<file path="config.mk">
export PLATFORM = sky130hd
export DESIGN_NAME = alu_seq
export DESIGN_NICKNAME = d
export VERILOG_FILES = /design/src/rtl/alu_seq.sv
export SDC_FILE = /design/constraint.sdc
export NUM_CORES = 1
export LEC_CHECK = 0
export ABC_AREA = 1
export BUFFER_PORTS_ARGS = -buffer_cell sky130_fd_sc_hd__buf_2
export CORE_ASPECT_RATIO = 2
export CORE_MARGIN = 2
export CORE_UTILIZATION = 35
export DETAILED_ROUTE_END_ITERATION = 12
export PLACE_DENSITY = 0.64
export SYNTH_ARGS = -nofsm -noshare
export SYNTH_HDL_FRONTEND = slang
export SYNTH_SLANG_ARGS = --single-unit
</file>
<file path="constraint.sdc">
create_clock -name clk -period 3.3 [get_ports clk]
set_clock_uncertainty 0.2 [all_clocks]
set_input_delay 0.165 -clock clk [delete_from_list [all_inputs] [get_ports clk]]
set_output_delay 0.165 -clock clk [all_outputs]
set_load 0.005 [all_outputs]
</file>
<file path="src/rtl/alu_seq.sv">
// WIDTH-bit ALU with registered, valid/ready-handshaked results.
// Single-cycle slice-style logic/arithmetic ops plus an iterative unsigned shift-add multiply.
module alu_seq #(
  parameter int WIDTH = 32,
  parameter int CNT_W = $clog2(WIDTH) + 1
) (
  input  logic             clk,
  input  logic             rst_n,
  input  logic             in_valid,
  output logic             in_ready,
  input  logic [WIDTH-1:0] src1,
  input  logic [WIDTH-1:0] src2,
  input  logic [3:0]       alu_ctrl,
  input  logic             mode,
  output logic             out_valid,
  input  logic             out_ready,
  output logic [WIDTH-1:0] result,
  output logic [WIDTH-1:0] result_hi,
  output logic             zero,
  output logic             cout,
  output logic             overflow,
  output logic             illegal
);

  typedef enum logic [1:0] {IDLE, MUL, DONE} state_t;

  state_t               state_q, state_d;
  logic [WIDTH-1:0]     result_q, result_d;
  logic [WIDTH-1:0]     result_hi_q, result_hi_d;
  logic                 zero_q, zero_d;
  logic                 cout_q, cout_d;
  logic                 ovf_q, ovf_d;
  logic                 ill_q, ill_d;
  logic [WIDTH-1:0]     mcand_q, mcand_d;
  logic [2*WIDTH-1:0]   acc_q, acc_d;
  logic [CNT_W-1:0]     cnt_q, cnt_d;

  // Slice-style operand conditioning shared by every ALU op.
  logic [WIDTH-1:0] in1, in2;
  logic [WIDTH:0]   sum_w;
  logic             add_ovf;

  assign in1     = src1 ^ {WIDTH{alu_ctrl[3]}};
  assign in2     = src2 ^ {WIDTH{alu_ctrl[2]}};
  assign sum_w   = {1'b0, in1} + {1'b0, in2} + {{WIDTH{1'b0}}, alu_ctrl[2]};
  assign add_ovf = (in1[WIDTH-1] == in2[WIDTH-1]) && (sum_w[WIDTH-1] != in1[WIDTH-1]);

  logic [WIDTH-1:0] alu_res;
  logic             alu_cout, alu_ovf, alu_ill;

  always_comb begin
    alu_res  = '0;
    alu_cout = 1'b0;
    alu_ovf  = 1'b0;
    alu_ill  = 1'b0;
    case (alu_ctrl)
      4'b0000: alu_res = in1 & in2;
      4'b0001: alu_res = in1 | in2;
      4'b0010, 4'b0110: begin
        alu_res  = sum_w[WIDTH-1:0];
        alu_cout = sum_w[WIDTH];
        alu_ovf  = add_ovf;
      end
      4'b0111: alu_res = {{(WIDTH-1){1'b0}}, sum_w[WIDTH-1] ^ add_ovf};
      4'b1100: alu_res = in1 & in2;
      default: alu_ill = 1'b1;
    endcase
  end

  // The multiplier lives in the low half of the accumulator and is consumed as the
  // partial product shifts in from the top, so acc_q[0] is always the current multiplier bit.
  logic [WIDTH:0]       mul_add;
  logic [2*WIDTH-1:0]   acc_step;
  logic                 mul_last;

  assign mul_add  = {1'b0, acc_q[2*WIDTH-1:WIDTH]} + {1'b0, mcand_q & {WIDTH{acc_q[0]}}};
  assign acc_step = {mul_add, acc_q[WIDTH-1:1]};
  assign mul_last = (cnt_q == CNT_W'(WIDTH - 1));

  always_comb begin
    state_d     = state_q;
    result_d    = result_q;
    result_hi_d = result_hi_q;
    zero_d      = zero_q;
    cout_d      = cout_q;
    ovf_d       = ovf_q;
    ill_d       = ill_q;
    mcand_d     = mcand_q;
    acc_d       = acc_q;
    cnt_d       = cnt_q;
    unique case (state_q)
      IDLE: begin
        if (in_valid) begin
          if (mode) begin
            mcand_d = src1;
            acc_d   = {{WIDTH{1'b0}}, src2};
            cnt_d   = '0;
            state_d = MUL;
          end else begin
            result_d    = alu_res;
            result_hi_d = '0;
            zero_d      = (alu_res == '0);
            cout_d      = alu_cout;
            ovf_d       = alu_ovf;
            ill_d       = alu_ill;
            state_d     = DONE;
          end
        end
      end
      MUL: begin
        acc_d = acc_step;
        cnt_d = cnt_q + CNT_W'(1);
        if (mul_last) begin
          result_d    = acc_step[WIDTH-1:0];
          result_hi_d = acc_step[2*WIDTH-1:WIDTH];
          zero_d      = (acc_step == '0);
          cout_d      = 1'b0;
          ovf_d       = 1'b0;
          ill_d       = 1'b0;
          state_d     = DONE;
        end
      end
      DONE: begin
        if (out_ready) state_d = IDLE;
      end
      default: state_d = IDLE;
    endcase
  end

  always_ff @(posedge clk) begin
    if (!rst_n) begin
      state_q     <= IDLE;
      result_q    <= '0;
      result_hi_q <= '0;
      zero_q      <= 1'b0;
      cout_q      <= 1'b0;
      ovf_q       <= 1'b0;
      ill_q       <= 1'b0;
      mcand_q     <= '0;
      acc_q       <= '0;
      cnt_q       <= '0;
    end else begin
      state_q     <= state_d;
      result_q    <= result_d;
      result_hi_q <= result_hi_d;
      zero_q      <= zero_d;
      cout_q      <= cout_d;
      ovf_q       <= ovf_d;
      ill_q       <= ill_d;
      mcand_q     <= mcand_d;
      acc_q       <= acc_d;
      cnt_q       <= cnt_d;
    end
  end

  assign in_ready  = (state_q == IDLE) && rst_n;
  assign out_valid = (state_q == DONE);
  assign result    = result_q;
  assign result_hi = result_hi_q;
  assign zero      = zero_q;
  assign cout      = cout_q;
  assign overflow  = ovf_q;
  assign illegal   = ill_q;

endmodule

</file>
==> summary.txt <==
Die Footprint - 0.0390 mm²
Detail Route Antenna Nets - 0
Number of cells in the design after placement - 2889
Drt via density - 5.14
Worst hold start - in_valid
Achievable Freq - 311 MHz
Worst Hold Class - in2reg
# clock sinks - 172
Area of the mapped netlist - 0.0131 mm²
Leading cell type in the layout, fill and taps excluded - sky130_fd_sc_hd__nand2_1
Final Worst Setup Slack - 79.7 ps
DRC errors left - 0
Syn_nets - 2278
Antenna Cells - 0
Number of unique standard cell types used by synthesis - 47
Power density of the placed cells - 388 mW/mm²
Proportion of synthesized chip area in sequential cells - 26.4%
Max-slew headroom at the worst pin - 42.1%
Final RePlAce weighted congestion - 1.02
Port Buffers - 142
Share of synthesized registers carrying an async set or reset - 0%
Wire length of the first global-routing pass - 81700 µm
Initial DRC Count - 853
CP startpoint - src2[0]
Required time reported for the critical path endpoint - 3450 ps
Total GRT Usage - 27.2%
Y dimension of the die - 277 µm
Sum of negative setup slack - 0 ps
Run status - completed
Wire length per cell - 18.0 µm
Final worst path period share - 97.6%
Detailed Routing Iterations Pass 1 - 5
Skew-Pair Late Insertion Delay - 450 ps
Layout cell share with drive strength beyond 1 - 23.4%
Total number of yosys warnings - 0
Max Buffers Root-to-Sink - 2
Final Hold Slack - 23.0 ps
Cell at the root of the clock tree - sky130_fd_sc_hd__clkbuf_16
DR vias - 15369
Endpoints failing hold - 0
Core occupancy in the finished layout - 48.5%
Post-route non-filler standard cell count - 2989
Layout area overhead - 37.4%
FF+latch count, synth - 172
Number of failing setup endpoints in the final timing report - 0
Wire length reported by the detailed router - 53900 µm
Post-Syn Area per Cell - 6.20 µm²
Post-synthesis cell count - 2106
Number of nets in the layout - 2689
Core Region - 0.0370 mm²
Critical register-to-register path startpoint - acc_q[0]
FILL cells - 3884
Clock buffer count from CTS - 17
Max-cap viol count - 0
Deepest level of the CTS H-tree - 4
Starting density of the core - 35.3%
Vias in the first global route - 15421
Worst Path Max Fanout - 4
Area used by multi-input combinational logic - 0.00881 mm²
Actual slew at the worst max-slew pin - 868 ps
Register Area - 0.00345 mm²
Remaining global-route overflow - 0
Highest ir drop seen on vdd - 0.381 mV
Count of flip-flops with a built-in enable after synthesis - 0
Worst Path Class, Setup - in2reg
Total I/O pin count - 143
Largest net degree at the start of global routing - 80
DP Wirelength - 43100 µm
Setup slack after placement - -217 ps
Endpoint type of the worst setup path - flip-flop
Post-CTS clock slew at the launch and capture registers of the worst setup and hold paths - 70 ps
Clock tree from TritonCTS - built
Type of origin of the critical path - primary input
Lkg Pwr - 8.92 nW
Die width - 141 µm
Endpoint arrival time on the critical path - 3370 ps
Most used DFF post-synth - sky130_fd_sc_hd__dfxtp_1
Top library cells by usage in the layout, fill and taps aside - sky130_fd_sc_hd__nand2_1 (569), sky130_fd_sc_hd__buf_4 (258), sky130_fd_sc_hd__inv_1 (257)
Final Slew Violations - 0
Floorplan row count - 100
Initial antenna violation count - 0
Crit path time final - 3220 ps
path summary, 6_finish.rpt:
path / end / slack (ps) / cells after the start
setup / recovery: zero / 80 / 21
hold / removal: cnt_q[1] / 20 / 4
setup reg to reg: zero / 130 / 20
hold reg to reg: result_hi[2] / 260 / 2
report_power, final:
part	leakage [nW]	switching (W)	internal (W)	total [W]
Combinational	7.23	0.00148	0.00107	0.00255
Clock	0.294	0.000939	0.00118	0.00212
Sequential	1.40	0.000102	0.00219	0.00229
Total	8.92	0.00253	0.00444	0.00697
per-stage QoR:
stage	cell area (µm²)	power (W)
after detailed placement	16100	0.00469
after global routing	18000	0.00731
after global placement	16100	0.00467
final	18000	0.00697
after floorplan	13100	0.00356
after CTS	17400	0.00686
what timing repair did:
action / CTS / global route
hold buffers: 65 / 0
pin swaps: 4 / 13
buffers inserted: 0 / 3
gates resized for setup: 8 / 107
setup endpoints to repair: 1 / 3
hold endpoints to repair: 65 / 0
metal layers:
| metal | GRT usage (%) | up-vias | wire length, µm |
|---|---|---|---|
| li1 | - | 7590 | - |
| met4 | 20.4 | 0 | 4560 |
| met2 | 51.8 | 490 | 28700 |
| met3 | 2.44 | 209 | 1820 |
| met1 | 26.5 | 7080 | 18900 |
| met5 | 0 | - | 0 |
cell families (layout without fill, tap and decap cells):
logic type / Yosys count / count (layout) / share of synthesized area, %
adder cells (fa/ha/maj): 99 / 99 / 9.60
buffers and inverters: 358 / 782 / 10.6
flip-flops: 172 / 172 / 26.4
AO/OA/AOI/OAI: 375 / 375 / 15.6
AND/OR/NAND/NOR: 1026 / 1026 / 32.7
XOR/XNOR: 76 / 76 / 5.09
cell type report:
cell class | instances | share of cell area, %
multi-input cells | 1576 | 49.1
repair buffers | 474 | 19.4
flip-flops and latches | 172 | 19.2
inverters | 276 | 5.78
well taps | 459 | 3.20
clock buffers | 20 | 2.54
clock inverters | 12 | 0.850
cell usage after synthesis (3+ instances only):
library cell               count  share of area (%)
sky130_fd_sc_hd__nand3b_1     14               0.80
sky130_fd_sc_hd__a31oi_1      66                3.2
sky130_fd_sc_hd__o21bai_1      6               0.34
sky130_fd_sc_hd__dfxtp_1     172                 26
sky130_fd_sc_hd__o21ai_1       3               0.11
sky130_fd_sc_hd__a21boi_0      4               0.23
sky130_fd_sc_hd__nand4_1      21                1.0
sky130_fd_sc_hd__buf_2        13               0.50
sky130_fd_sc_hd__inv_2        14               0.40
sky130_fd_sc_hd__nand3_2       6               0.46
sky130_fd_sc_hd__nand2_2      16               0.77
sky130_fd_sc_hd__o22ai_1       4               0.19
sky130_fd_sc_hd__o21a_1        6               0.34
sky130_fd_sc_hd__nand3_1     106                4.1
sky130_fd_sc_hd__clkbuf_1     57                1.6
sky130_fd_sc_hd__nor2_2        5               0.24
sky130_fd_sc_hd__nor3_2        3               0.23
sky130_fd_sc_hd__nand2_1     583                 17
sky130_fd_sc_hd__a21o_1        6               0.34
sky130_fd_sc_hd__inv_1       261                7.5
sky130_fd_sc_hd__buf_6         3               0.26
sky130_fd_sc_hd__nor2_1      237                6.8
sky130_fd_sc_hd__xor2_1        9               0.60
sky130_fd_sc_hd__nor3_1       19               0.73
sky130_fd_sc_hd__o21ai_0     104                4.0
sky130_fd_sc_hd__a21oi_1     170                6.5
sky130_fd_sc_hd__buf_1         8               0.23
sky130_fd_sc_hd__ha_1         97                9.3
sky130_fd_sc_hd__xnor2_1      67                4.5
sky130_fd_sc_hd__nor4_1        3               0.14
sequential cells by signal (all words and copies together) (netlist names):
register / count
cnt_q: 6
overflow: 1
result_hi: 32
zero: 1
illegal: 1
acc_q: 64
mcand_q: 32
state_q: 2
result: 32
cout: 1
critical path, stage by stage:
cell                            delay [ps]
sky130_fd_sc_hd__dlygate4sd3_1         540
sky130_fd_sc_hd__buf_2                 150
sky130_fd_sc_hd__or2_4                 230
sky130_fd_sc_hd__and2_1                200
sky130_fd_sc_hd__fa_2                  430
sky130_fd_sc_hd__nand3_1               100
sky130_fd_sc_hd__nand3_1               120
sky130_fd_sc_hd__and2_1                160
sky130_fd_sc_hd__nor3_1                350
sky130_fd_sc_hd__nor2_1                 90
sky130_fd_sc_hd__nand3_1               130
sky130_fd_sc_hd__nor2_2                 60
sky130_fd_sc_hd__buf_4                 140
sky130_fd_sc_hd__nand4_1                80
sky130_fd_sc_hd__nor2_2                 40
sky130_fd_sc_hd__nand2_1                90
sky130_fd_sc_hd__nor2_1                 50
sky130_fd_sc_hd__nand2_1                50
sky130_fd_sc_hd__nand3_1                70
sky130_fd_sc_hd__nand2_1               100
sky130_fd_sc_hd__inv_1                  40
Power figures use the tool's default switching activity.
